`src/rtl/pc_sequencer.sv`:
```
// Program-counter sequencer: next-PC selection, branch conditions,
// stall hold, halt/resume and trap entry/return with an EPC register.
module pc_sequencer #(
    parameter int unsigned      WIDTH       = 32,
    parameter logic [WIDTH-1:0] RESET_PC    = 'h0,
    parameter logic [WIDTH-1:0] TRAP_PC     = 'h80,
    parameter bit               ALIGN_CHECK = 1'b1
) (
    input  logic             CLK,
    input  logic             RST,
    input  logic [2:0]       pc_sel,
    input  logic [2:0]       br_cond,
    input  logic             zero,
    input  logic             neg,
    input  logic [WIDTH-1:0] branch_target,
    input  logic [WIDTH-1:0] jump_target,
    input  logic [WIDTH-1:0] jr_target,
    input  logic             stall,
    input  logic             halt,
    input  logic             resume,
    input  logic             trap_req,
    output logic [WIDTH-1:0] pc,
    output logic [WIDTH-1:0] pc_plus4,
    output logic [WIDTH-1:0] epc,
    output logic [1:0]       cause,
    output logic             halted,
    output logic             taken
);

    typedef enum logic {
        ST_RUN,
        ST_HALTED
    } state_t;

    state_t           state_q;
    logic [WIDTH-1:0] pc_q;
    logic [WIDTH-1:0] epc_q;
    logic [1:0]       cause_q;
    logic             halted_q;

    logic [WIDTH-1:0] pc_d;
    logic             cond;
    logic             redirect;
    logic             misaligned;

    assign pc_plus4 = pc_q + WIDTH'(4);

    always_comb begin
        cond = 1'b0;
        case (br_cond)
            3'b000:  cond = zero;
            3'b001:  cond = !zero;
            3'b010:  cond = neg;
            3'b011:  cond = !neg;
            3'b100:  cond = neg | zero;
            3'b101:  cond = !neg & !zero;
            3'b110:  cond = 1'b1;
            default: cond = 1'b0;
        endcase
    end

    // Only redirects sourced from decode/ALU or EPC are alignment checked.
    always_comb begin
        pc_d     = pc_plus4;
        redirect = 1'b0;
        case (pc_sel)
            3'b001: begin
                if (cond) begin
                    pc_d     = branch_target;
                    redirect = 1'b1;
                end
            end
            3'b010: begin
                pc_d     = jump_target;
                redirect = 1'b1;
            end
            3'b011: begin
                pc_d     = jr_target;
                redirect = 1'b1;
            end
            3'b100: begin
                pc_d     = epc_q;
                redirect = 1'b1;
            end
            3'b101:  pc_d = RESET_PC;
            default: pc_d = pc_plus4;
        endcase
    end

    assign taken      = (pc_sel == 3'b001) && cond;
    assign misaligned = ALIGN_CHECK && redirect && (pc_d[1:0] != 2'b00);

    always_ff @(posedge CLK or posedge RST) begin
        if (RST) begin
            state_q  <= ST_RUN;
            pc_q     <= RESET_PC;
            epc_q    <= '0;
            cause_q  <= 2'b00;
            halted_q <= 1'b0;
        end else begin
            case (state_q)
                ST_RUN: begin
                    if (trap_req) begin
                        epc_q   <= pc_q;
                        cause_q <= 2'b01;
                        pc_q    <= TRAP_PC;
                    end else if (misaligned) begin
                        epc_q   <= pc_q;
                        cause_q <= 2'b10;
                        pc_q    <= TRAP_PC;
                    end else if (halt) begin
                        state_q  <= ST_HALTED;
                        halted_q <= 1'b1;
                    end else if (!stall) begin
                        pc_q <= pc_d;
                    end
                end
                ST_HALTED: begin
                    if (trap_req) begin
                        epc_q    <= pc_q;
                        cause_q  <= 2'b01;
                        pc_q     <= TRAP_PC;
                        state_q  <= ST_RUN;
                        halted_q <= 1'b0;
                    end else if (resume) begin
                        state_q  <= ST_RUN;
                        halted_q <= 1'b0;
                    end
                end
                default: begin
                    state_q  <= ST_RUN;
                    halted_q <= 1'b0;
                end
            endcase
        end
    end

    assign pc     = pc_q;
    assign epc    = epc_q;
    assign cause  = cause_q;
    assign halted = halted_q;

endmodule
```
`config.mk`:
```
export PLATFORM = sky130hd
export DESIGN_NAME = pc_sequencer
export DESIGN_NICKNAME = d
export VERILOG_FILES = /design/src/rtl/pc_sequencer.sv
export SDC_FILE = /design/constraint.sdc
export NUM_CORES = 1
export LEC_CHECK = 0
export CORE_UTILIZATION = 45
export DETAILED_ROUTE_END_ITERATION = 6
export PLACE_DENSITY = 0.91
export SYNTH_ARGS = -nofsm -noshare
export SYNTH_HDL_FRONTEND = slang
export SYNTH_SLANG_ARGS = --single-unit
```
`constraint.sdc`:
```
create_clock -name CLK -period 3.78 [get_ports CLK]
set_input_delay 1.134 -clock CLK [delete_from_list [all_inputs] [get_ports CLK]]
set_output_delay 1.134 -clock CLK [all_outputs]
set_load 0.05 [all_outputs]
```
Word-level counts from Yosys, hierarchy flattened --
Cells that the tools add are included.
Operators by class: $add $sub $neg 1, eq/ne operators 19, mux-type cells 31, bitwise logic cells 3, reductions and logical operators 10
Operators with widths (count):
- 32-bit two-way mux | 9
- 32-bit one-hot mux with 5 select lines | 1
- 32-bit one-hot mux with 2 select lines | 2
- 32-bit by 3-bit adder with 32-bit output, second input constant | 1
- 3-bit equality test, second input constant | 5
- 3-bit by 2-bit equality test with 1-bit output, second input constant | 4
- 1-bit two-way mux | 11
- 2-bit != test, second input constant | 4
- 4-bit != test, second input constant | 2
- 1-bit one-hot mux with 7 select lines | 1
- 3-bit by 1-bit equality test with 1-bit output, second input constant | 2
- 2-bit two-way mux | 3
- 3-bit != test, second input constant | 2
- 1-bit one-hot mux with 2 select lines | 3
- 2-bit one-hot mux with 2 select lines | 1
- 4-bit AND reduction | 1
- 3-bit zero test | 1
- 3-bit AND reduction | 1
- 3-bit OR reduction | 1
- 1-bit logical AND | 2
- 1-bit zero test | 2
- 2-bit AND reduction | 1
- 2-bit nonzero test | 1
- 1-bit bitwise AND | 1
- other kinds (2) | 2
Word-level totals: register bits after elaboration 68, input bits 110

Logic depth before layout (Yosys ltp) --
Gate-level depths: netlist of the first run.
depth in word-level cells 10, mapped depth 14, gate-level depth less buffers 9

Worst setup path after synthesis of the first run --
Ideal clock, no wire load.
path type register to output, start point reg pc_q[14], in the netlist pc[14], end point out pc_plus4[31], arrival time 3.037 ns, required time 2.646 ns, setup slack -0.391 ns, cell stages (with the launch flop) 6, path buffers 1, cells stage by stage dfrtp_1 > clkbuf_2 > nand4_2 > or4_4 > or4_4 > xnor2_1
Between the ends: word-level cells in the longest chain between the ends 1
RTL lines:
- start: declaration | line 36 | logic [WIDTH-1:0] pc_q;
- start signal: assignment | line 115 | pc_q <= pc_d;
- 32-bit by 3-bit adder with 32-bit output | line 46 | assign pc_plus4 = pc_q + WIDTH'(4);
- end: declaration | line 23 | output logic [WIDTH-1:0] pc_plus4,
No other way between the ends.

Worst setup path in the final report of the first run --
start point in neg, end point reg epc_q[14], in the netlist epc[14]
Between the ends: word-level cells in the longest chain between the ends 9, elaborated cells on any way between the ends 12
RTL lines:
- start: declaration | line 14 | input logic neg,
- 1-bit zero test | line 54, 56
- 1-bit bitwise AND | line 56 | 3'b101: cond = !neg & !zero;
- 1-bit one-hot mux with 7 select lines (*) | line 50 | case (br_cond)
- 32-bit two-way mux | line 68 | if (cond) begin
- 32-bit one-hot mux with 5 select lines | line 66 | case (pc_sel)
- 2-bit nonzero test | line 91 | assign misaligned = ALIGN_CHECK && redirect && (pc_d[1:0] != 2'b00);
- 1-bit logical AND (*) | line 91
- 3-bit != test (no source line) (*)
- 2-bit AND reduction (no source line) (*)
- end signal: assignment | line 104 | epc_q <= pc_q;
- end signal: assignment | line 108 | epc_q <= pc_q;
- end signal: assignment | line 120 | epc_q <= pc_q;
- end: declaration | line 37 | logic [WIDTH-1:0] epc_q;
Every way passes the cells marked *; elsewhere a longest branch is shown, timed or not. A chain may end at the register's enable or synchronous reset.

==> results of run 1 <==
power by group:
part           internal, W  switching, W  total (W)  leakage, nW
clock             0.000514      0.000351   0.000865        0.146
combinational     0.000596      0.000823    0.00142         2.67
sequential        0.000801      0.000115   0.000916        0.907
registers in the layout (all words and copies together) (netlist names):
name,cells
cause,2
epc,32
halted,1
pc,32
state_q,1
area by class of cell:
cell class / instances / area share
Multi-Input combinational cell: 466 / 0.409
Timing Repair Buffer: 281 / 0.330
Sequential cell: 68 / 0.197
Clock buffer: 9 / 0.0260
Tap cell: 143 / 0.0206
Inverter: 19 / 0.00881
Clock inverter: 7 / 0.00852
per-layer routing:
metal	part of all wire	vias up
met5	0	-
met4	0.035	0
met3	0.088	71
met2	0.49	377
met1	0.39	3029
li1	-	2737
placed cells by master, fill, tap and decap left out, types with 5 or more instances in the layout:
cell type	synthesis	final
buf_12	0	21
nor3_1	9	8
nand4_1	11	11
inv_1	18	17
clkbuf_16	0	9
o31ai_1	7	7
a21oi_1	35	35
a31oi_1	7	7
o22ai_1	10	10
a22oi_1	6	6
dfrtp_1	68	64
clkdlybuf4s50_1	0	181
nand2_1	48	48
nor2_1	41	40
mux2i_1	32	31
o21a_1	6	6
o21ai_0	32	31
mux2_4	30	30
o41ai_2	5	5
buf_4	2	72
mux2_2	10	10
o221ai_1	7	7
nand3_1	45	45
o31ai_2	17	17
xnor2_1	19	14
cells by family (layout without fill, tap and decap cells):
kind of cell,after synthesis,in the layout,share of synthesized area
mux,73,73,0.164
xor+xnor,24,24,0.0385
buf+inv,66,316,0.0605
flops,68,68,0.311
compound gates,177,177,0.246
fa+ha+maj,2,2,0.00458
simple gates,190,190,0.174
worst max-delay path by stage:
| stage | from | endpoint | slack [ns] | cells past startpoint |
|---|---|---|---|---|
| global route | pc[12] | pc_plus4[21] | 0.01 | 7 |
| finish | neg | epc[14] | 0.06 | 10 |
| CTS | pc[17] | pc_plus4[31] | 0.01 | 5 |
| floorplan | pc[14] | pc_plus4[31] | -0.06 | 5 |
| global placement | pc_sel[2] | epc[19] | -0.37 | 11 |
| detailed placement | pc_sel[2] | epc[18] | -0.41 | 11 |
worst min-delay path, delay by kind of cell (launching register included):
family        cells  cell delay [ns]
simple gates      2             0.11
flops             1             0.35
what timing repair did:
item / CTS / global route
setup buffers: 5 / 5
resized for setup: 8 / 9
endpoints found under the hold margin: 0 / 0
endpoints found under the setup margin: 39 / 29
gates cloned: 1 / 0
pin swaps: 3 / 4
per-stage QoR:
stage	total power, W	setup TNS, ns
after floorplan	0.00172	-0.104
after CTS	0.00317	0
final	0.00320	0
after global placement	0.00227	-17.70
after global routing	0.00330	0
after detailed placement	0.00230	-19.85
==> flow_summary.json, run 1 <==
{
  "synth_enable_flop_cells": 0,
  "detailed_place.area_um2": 8190,
  "place.gp.congestion": 0.962,
  "hold_path_depth": 2,
  "number_of_antenna_violations_at_the_first_check_in_global_routing": 0,
  "io-pin-count": 210,
  "drt_first_pass_iters": 7,
  "timing.critical_path.cells": "clkdlybuf4s50_1 -> mux2i_4 -> a22o_2 -> o21ai_4 -> buf_4 -> mux2i_2 -> a311o_1 -> nor2b_4 -> bufbuf_16 -> mux2_4",
  "synth.yosys.warnings": 0,
  "num_vias": 6214,
  "final_layout_size_suffix_gt1_frac": 0.244,
  "grt_use_total": 0.357,
  "synth_commonest_cells": "dfrtp_1, nand2_1, nand3_1",
  "drt_wl_total_mm": 22.5,
  "max_slew_margin": 0.519,
  "route.detailed.drc": 14,
  "synth.top_cells.by_area": "dfrtp_1, mux2_4, mux2i_1",
  "area.sequential_um2": 1710,
  "worstPathArrival_ns": 3.95,
  "routed_wire_length_per_instance_um": 22.7,
  "synth_seq_area_share": 0.311,
  "cp_top_family": "buffers and inverters",
  "filler_cell_count": 826,
  "grt.overflow.total": 0,
  "core_area_um2": 11600,
  "min-delay-start": "halted",
  "critPathKind": "in -> reg",
  "p_leak_nw": 3.73,
  "distinct_cell_type_count_of_the_synthesized_netlist": 77,
  "postSynthAreaPerCell_um2": 9.10,
  "finalCriticalPeriod_ns": 3.72,
  "numClockSinks": 68,
  "tightest_slew_ns": 0.720,
  "grt_pass1_vias": 6422,
  "yosys.area.top_type_share": 0.311,
  "synth_cells": 600,
  "floorplan.die_area_um2": 12600,
  "use_met2": 0.606,
  "violations": "DRC",
  "ir_worst_vdd_v": 0.000227,
  "grt_first_pass_wirelength_mm": 34.7,
  "post_place_cells": 966,
  "power_per_cell_area_nw_per_um2": 369,
  "clkTransAtPathRegs_ns": 0.06,
  "dp_slack_ns": -0.408,
  "floorplan.die.width_um": 112,
  "crit-reg2reg-capture": "pc[16]",
  "cts.root.buffer_cell": "clkbuf_16",
  "synth-main-ff-cell": "dfrtp_1",
  "cts.htree.levels": 3,
  "mappedNetlistArea_um2": 5460,
  "finalInstanceArea_um2": 8670,
  "result_of_the_run": "finished, violations left",
  "gr-usage-met3": 0.0724,
  "r2r_start": "pc[2]",
  "cap_viol_max_count": 0,
  "critPathBufInv": 3,
  "worst_clock_skew_ns": 0.0104,
  "hpwl_mm": 16.6,
  "synthMostInstantiatedCell": "dfrtp_1",
  "cts-buffers-inserted": 9,
  "layout-area-overhead-vs-synth_pct": 58.6,
  "postLayoutSetupSlackWorst_ns": 0.0597,
  "critical_path.max_stage_delay_ns": 0.57,
  "min-delay-path-class": "reg -> reg",
  "synth.ff_latch_count": 68,
  "worstRegToRegCells": 9,
  "synth_nets": 712,
  "dr.first_iter.drc_count": 517,
  "post_drt_via_cell_ratio": 6.26,
  "asyncSetResetFlopFracSynth": 1.00,
  "insertion_delay_ns": 0.35,
  "antennaDiodeCount": 0,
  "row_count": 39,
  "fin_worst_hold_slack_ns": 0.499,
  "number_of_nets_in_the_layout": 957,
  "final-instance-count-excl-fill": 993,
  "max-clock-path-buffers": 2,
  "post_cts_hold_buffer_count": 0,
  "busiest_layer": "met2",
  "critical_path_required_time_ns": 4.01,
  "post-synth-top-area-cell": "dfrtp_1",
  "min_period_over_period": 0.984,
  "grt_start_max_net_pins": 33,
  "clock.fmax_mhz": 269,
  "final_hold_viol_count": 0,
  "initial_utilization": 0.470,
  "overall_die_height_um": 112,
  "end_kind": "register",
  "cts_tree": "built",
  "multi_input_area_um2": 3540,
  "worstPathMaxFanout": 8,
  "drtAntennaViolNets": 0,
  "crit_slowest_cell": "clkdlybuf4s50_1",
  "regToRegSetupSlack_ns": 1.14,
  "min_delay_worst_endpoint": "halted",
  "port-buffer-count": 209,
  "slew_viol_final": 0,
  "layout.core_utilization": 0.746,
  "unrepaired_setup_endpoints_after_global_routing": "false",
  "met1_track_utilization_from_global_routing": 0.441,
  "finalSetupViolCount": 0,
  "worstSetupStartpointType": "input pin"
}
No activity file was read; power rests on OpenSTA's default activity.
==> inputs of run 2 (changes only) <==
Settings changed: CORE_UTILIZATION 45 to 46, CTS_BUF_LIST from default to sky130_fd_sc_hd__clkbuf_2, PLACE_DENSITY 0.91 to 0.92.
==> flow_summary.json, run 2 (synthesis results as in run 1) <==
{
  "result_of_the_run": "finished, violations left",
  "violations": "DRC",
  "critical_path_required_time_ns": 2.65,
  "max-clock-path-buffers": 2,
  "port-buffer-count": 209,
  "grt.overflow.total": 0,
  "critPathKind": "reg -> out",
  "place.gp.congestion": 0.868,
  "post_place_cells": 968,
  "clkTransAtPathRegs_ns": 0.22,
  "grt_pass1_vias": 6329,
  "layout_commonest_cell": "clkdlybuf4s50_1",
  "worstSetupStartpointType": "register",
  "cts_tree": "built",
  "power.internal_w": 0.00169,
  "routed_wire_length_per_instance_um": 21.4,
  "grt_use_total": 0.343,
  "swShare": 0.422,
  "p_leak_nw": 3.69,
  "floorplan.die_area_um2": 12300,
  "max_slew_margin": 0.512,
  "number_of_antenna_violations_at_the_first_check_in_global_routing": 0,
  "antennaDiodeCount": 0,
  "grt_first_pass_wirelength_mm": 33.2,
  "floorplan.die.width_um": 111,
  "grt_start_max_net_pins": 56,
  "power.switching_w": 0.00123,
  "worstPathArrival_ns": 2.65,
  "io-pin-count": 210,
  "core_area_um2": 11500,
  "power_per_cell_area_nw_per_um2": 341,
  "cts.htree.levels": 3,
  "clock.fmax_mhz": 265,
  "unrepaired_setup_endpoints_after_global_routing": "true",
  "row_count": 39,
  "comb_power_frac": 0.489,
  "tightest_slew_ns": 0.729,
  "num_vias": 6186,
  "numClockSinks": 68,
  "insertion_delay_ns": 0.57,
  "postLayoutSetupSlackWorst_ns": 0.000364,
  "slew_viol_final": 0,
  "drt_wl_total_mm": 21.4,
  "fin_setup_tns_ns": 0,
  "finalSetupViolCount": 0,
  "final_layout_size_suffix_gt1_frac": 0.265,
  "min-delay-path-class": "reg -> reg",
  "drt_first_pass_iters": 7,
  "final_hold_viol_count": 0,
  "min_period_over_period": 1.00,
  "drtAntennaViolNets": 0,
  "cts-buffers-inserted": 9,
  "final-instance-count-excl-fill": 1000,
  "layout_common_cells": "clkdlybuf4s50_1, buf_4, dfrtp_1",
  "worstPathMaxFanout": 4,
  "filler_cell_count": 836,
  "ir_worst_vdd_v": 0.000224,
  "initial_utilization": 0.474,
  "dp_slack_ns": -0.447,
  "layout-area-overhead-vs-synth_pct": 57.0,
  "overall_die_height_um": 111,
  "clkPwrFrac": 0.201,
  "cap_viol_max_count": 0,
  "seq_power_share": 0.310,
  "end_kind": "output pin",
  "dr.first_iter.drc_count": 669,
  "finalCriticalPeriod_ns": 3.78,
  "number_of_nets_in_the_layout": 964,
  "hpwl_mm": 16.1,
  "regToRegSetupSlack_ns": 1.24,
  "post_drt_via_cell_ratio": 6.19,
  "worst_clock_skew_ns": 0.0408,
  "route.detailed.drc": 34,
  "cts.root.buffer_cell": "clkbuf_2"
}
## run 2: changes by cell type in the layout (fill, tap and decap cells not counted), moves of 8 or more
cell / delta
clkbuf_2: +9
clkbuf_16: -9
dfrtp_2: +12
buf_4: +8
dfrtp_1: -12
## run 2: critical path, cell delays in order (launching register included)
cell and delay (ns):
dfrtp_2 0.45, nand4_1 0.20, buf_4 0.21, or4_4 0.51, nor3_1 0.21, xnor2_1 0.21, inv_1 0.13, buf_12 0.16
## run 2: cell type report
| cell class | count | area [µm²] | area share |
|---|---|---|---|
| flip-flops and latches | 68 | 1720 | 0.201 |
| repair buffers | 288 | 2890 | 0.337 |
| inverters | 19 | 76.3 | 0.00890 |
| clock buffers | 9 | 45.0 | 0.00525 |
| clock inverters | 7 | 114 | 0.0133 |
| multi-input cells | 466 | 3550 | 0.414 |
| well taps | 143 | 179 | 0.0209 |
## run 2: through the flow
stage	utilization	power (W)	hold WS, ns	cell area (µm²)
floorplan	-	0.00172	0.555	5520
global placement	0.713	0.00226	0.487	8210
detailed placement	0.713	0.00230	0.482	8210
CTS	0.739	0.00290	0.534	8510
global route	0.745	0.00301	0.559	8580
finish	0.745	0.00292	0.537	8580
## run 2: final timing paths
check                         start           end  cells after the start
min in group asynchronous       RST        epc[7]                      2
hold reg to reg            cause[0]      cause[0]                      1
hold / removal             cause[0]      cause[0]                      1
setup / recovery              pc[5]  pc_plus4[19]                      7
setup reg to reg              pc[0]       epc[29]                      7
max in group asynchronous       RST        pc[20]                      3
## run 2: power groups by stage
| stage | clock network [W] | registers [W] | logic (W) |
|---|---|---|---|
| floorplan | 0 | 0.00114 | 0.000578 |
| global placement | 0 | 0.000914 | 0.00135 |
| detailed placement | 0 | 0.000918 | 0.00138 |
| CTS | 0.000584 | 0.000900 | 0.00141 |
| global route | 0.000615 | 0.000913 | 0.00149 |
| finish | 0.000587 | 0.000905 | 0.00143 |
## run 2: what timing repair did
action | 4_1_cts | 5_1_grt
gates resized for setup | 21 | 12
endpoints found under the setup margin | 18 | 15
pin swaps | 4 | 4
hold buffers | 0 | 0
buffers inserted | 12 | 4
## run 2: metal layers
layer | GRT usage | part of all wire | vias to the layer above | wire [µm]
li1 | - | - | 2753 | -
met1 | 0.416 | 0.38 | 2919 | 8210
met2 | 0.576 | 0.48 | 432 | 10300
met3 | 0.0755 | 0.093 | 82 | 1990
met4 | 0.170 | 0.042 | 0 | 893
met5 | 0 | 0 | - | 0
==> inputs of run 3 (changes only) <==
Settings changed: CORE_UTILIZATION 46 to 44, PLACE_DENSITY 0.92 to 0.89.
==> flow_summary.json, run 3 (synthesis results as in run 1) <==
{
  "slew_viol_final": 0,
  "grt_use_total": 0.340,
  "overall_die_height_um": 113,
  "critPathKind": "reg -> out",
  "cap_viol_max_count": 0,
  "route.detailed.drc": 0,
  "detailed_place.area_um2": 8250,
  "post_place_cells": 995,
  "clock.fmax_mhz": 262,
  "min-delay-start": "cause[1]",
  "final-instance-count-excl-fill": 1040,
  "worst_clock_skew_ns": 0.0412,
  "io-pin-count": 210,
  "final_layout_size_suffix_gt1_frac": 0.287,
  "insertion_delay_ns": 0.56,
  "layout_common_cells": "clkdlybuf4s50_1, buf_4, dfrtp_1",
  "result_of_the_run": "finished, violations left",
  "grt_first_pass_wirelength_mm": 33.7,
  "regToRegSetupSlack_ns": 1.19,
  "multi_input_area_um2": 3590,
  "cts.root.buffer_cell": "clkbuf_2",
  "drt_first_pass_iters": 5,
  "layout.core_utilization": 0.726,
  "grt_start_max_net_pins": 47,
  "end_kind": "output pin",
  "worstRegToRegCells": 9,
  "worstPathArrival_ns": 2.68,
  "finalCriticalPeriod_ns": 3.82,
  "hold_path_depth": 2,
  "final_hold_viol_count": 0,
  "antennaDiodeCount": 0,
  "cts-buffers-inserted": 9,
  "drtAntennaViolNets": 0,
  "layout-area-overhead-vs-synth_pct": 60.2,
  "p_leak_nw": 3.82,
  "number_of_antenna_violations_at_the_first_check_in_global_routing": 0,
  "number_of_nets_in_the_layout": 979,
  "worstSetupStartpointType": "register",
  "cts_tree": "built",
  "floorplan.die.width_um": 113,
  "min-delay-path-class": "reg -> reg",
  "hpwl_mm": 16.1,
  "r2r_start": "pc[2]",
  "filler_cell_count": 840,
  "min_delay_worst_endpoint": "cause[1]",
  "dp_slack_ns": -0.356,
  "routed_wire_length_per_instance_um": 21.5,
  "layout_commonest_cell": "clkdlybuf4s50_1",
  "clkTransAtPathRegs_ns": 0.26,
  "crit-reg2reg-capture": "pc[16]",
  "row_count": 40,
  "max-clock-path-buffers": 2,
  "min_period_over_period": 1.01,
  "core_area_um2": 12100,
  "dr.first_iter.drc_count": 600,
  "grt_pass1_vias": 6308,
  "power_per_cell_area_nw_per_um2": 333,
  "numClockSinks": 68,
  "ir_worst_vdd_v": 0.000237,
  "finalInstanceArea_um2": 8750,
  "finalSetupViolCount": 1,
  "violations": "setup timing",
  "max_slew_margin": 0.489,
  "initial_utilization": 0.453,
  "drt_wl_total_mm": 22.3,
  "post_drt_via_cell_ratio": 6.09,
  "area.sequential_um2": 1720,
  "pwr_total_w": 0.00291,
  "tightest_slew_ns": 0.763,
  "cts.htree.levels": 3,
  "postLayoutSetupSlackWorst_ns": -0.0380,
  "unrepaired_setup_endpoints_after_global_routing": "true",
  "num_vias": 6332,
  "port-buffer-count": 209,
  "worstPathMaxFanout": 7,
  "critical_path_required_time_ns": 2.65,
  "place.gp.congestion": 0.928,
  "floorplan.die_area_um2": 12900,
  "grt.overflow.total": 0
}
==> run 3: where the power goes <==
group	leakage (nW)	internal, W	switching, W
Combinational	2.84	0.000622	0.000837
Clock	0.0829	0.000223	0.000320
Sequential	0.888	0.000804	0.000105
Total	3.82	0.00165	0.00126
==> run 3: worst max-delay path, stage by stage, from the launching register on <==
cell and delay (ns):
dfrtp_2 0.50, buf_4 0.13, nand3_1 0.17, or2_4 0.34, or4_4 0.60, xnor2_4 0.23, buf_12 0.17
==> run 3: metrics by stage <==
| step | hold slack [ns] | TNS, ns |
|---|---|---|
| 2_1_floorplan | 0.555 | -0.104 |
| 3_3_place_gp | 0.469 | -15.88 |
| 3_5_place_dp | 0.518 | -17.96 |
| 4_1_cts | 0.552 | 0 |
| 5_1_grt | 0.586 | -0.215 |
| 6_report | 0.553 | -0.0380 |
==> run 3: per-layer routing <==
metal / share of wire / wire length (µm) / up-vias / global-route usage
met3: 0.085 / 1900 / 78 / 0.0494
met5: 0 / 0 / - / 0
met2: 0.48 / 10800 / 433 / 0.566
met4: 0.039 / 873 / 0 / 0.150
li1: - / - / 2776 / -
met1: 0.39 / 8800 / 3045 / 0.442
==> run 3: worst max-delay path by stage <==
stage	from	to	slack, ns	cells past startpoint
2_1_floorplan	pc[14]	pc_plus4[31]	-0.06	5
3_3_place_gp	pc_sel[2]	pc[27]	-0.32	13
3_5_place_dp	pc_sel[2]	pc[27]	-0.36	13
4_1_cts	pc[12]	pc_plus4[31]	0.006	5
5_1_grt	pc[2]	pc_plus4[31]	-0.10	6
6_report	pc[2]	pc_plus4[31]	-0.04	6
==> run 3: repair_timing <==
item / in CTS / in global routing
pin swaps: 6 / 9
resized for setup: 18 / 22
gates cloned: 0 / 0
buffers inserted: 14 / 15
hold buffers: 0 / 0
setup endpoints to repair: 17 / 19
==> run 3: final cells by class <==
type,instances,share of cell area
multi-input cells,466,0.410
inverters,19,0.00872
clock buffers,9,0.00515
repair buffers,303,0.344
flip-flops and latches,68,0.197
well taps,168,0.0240
clock inverters,7,0.0113
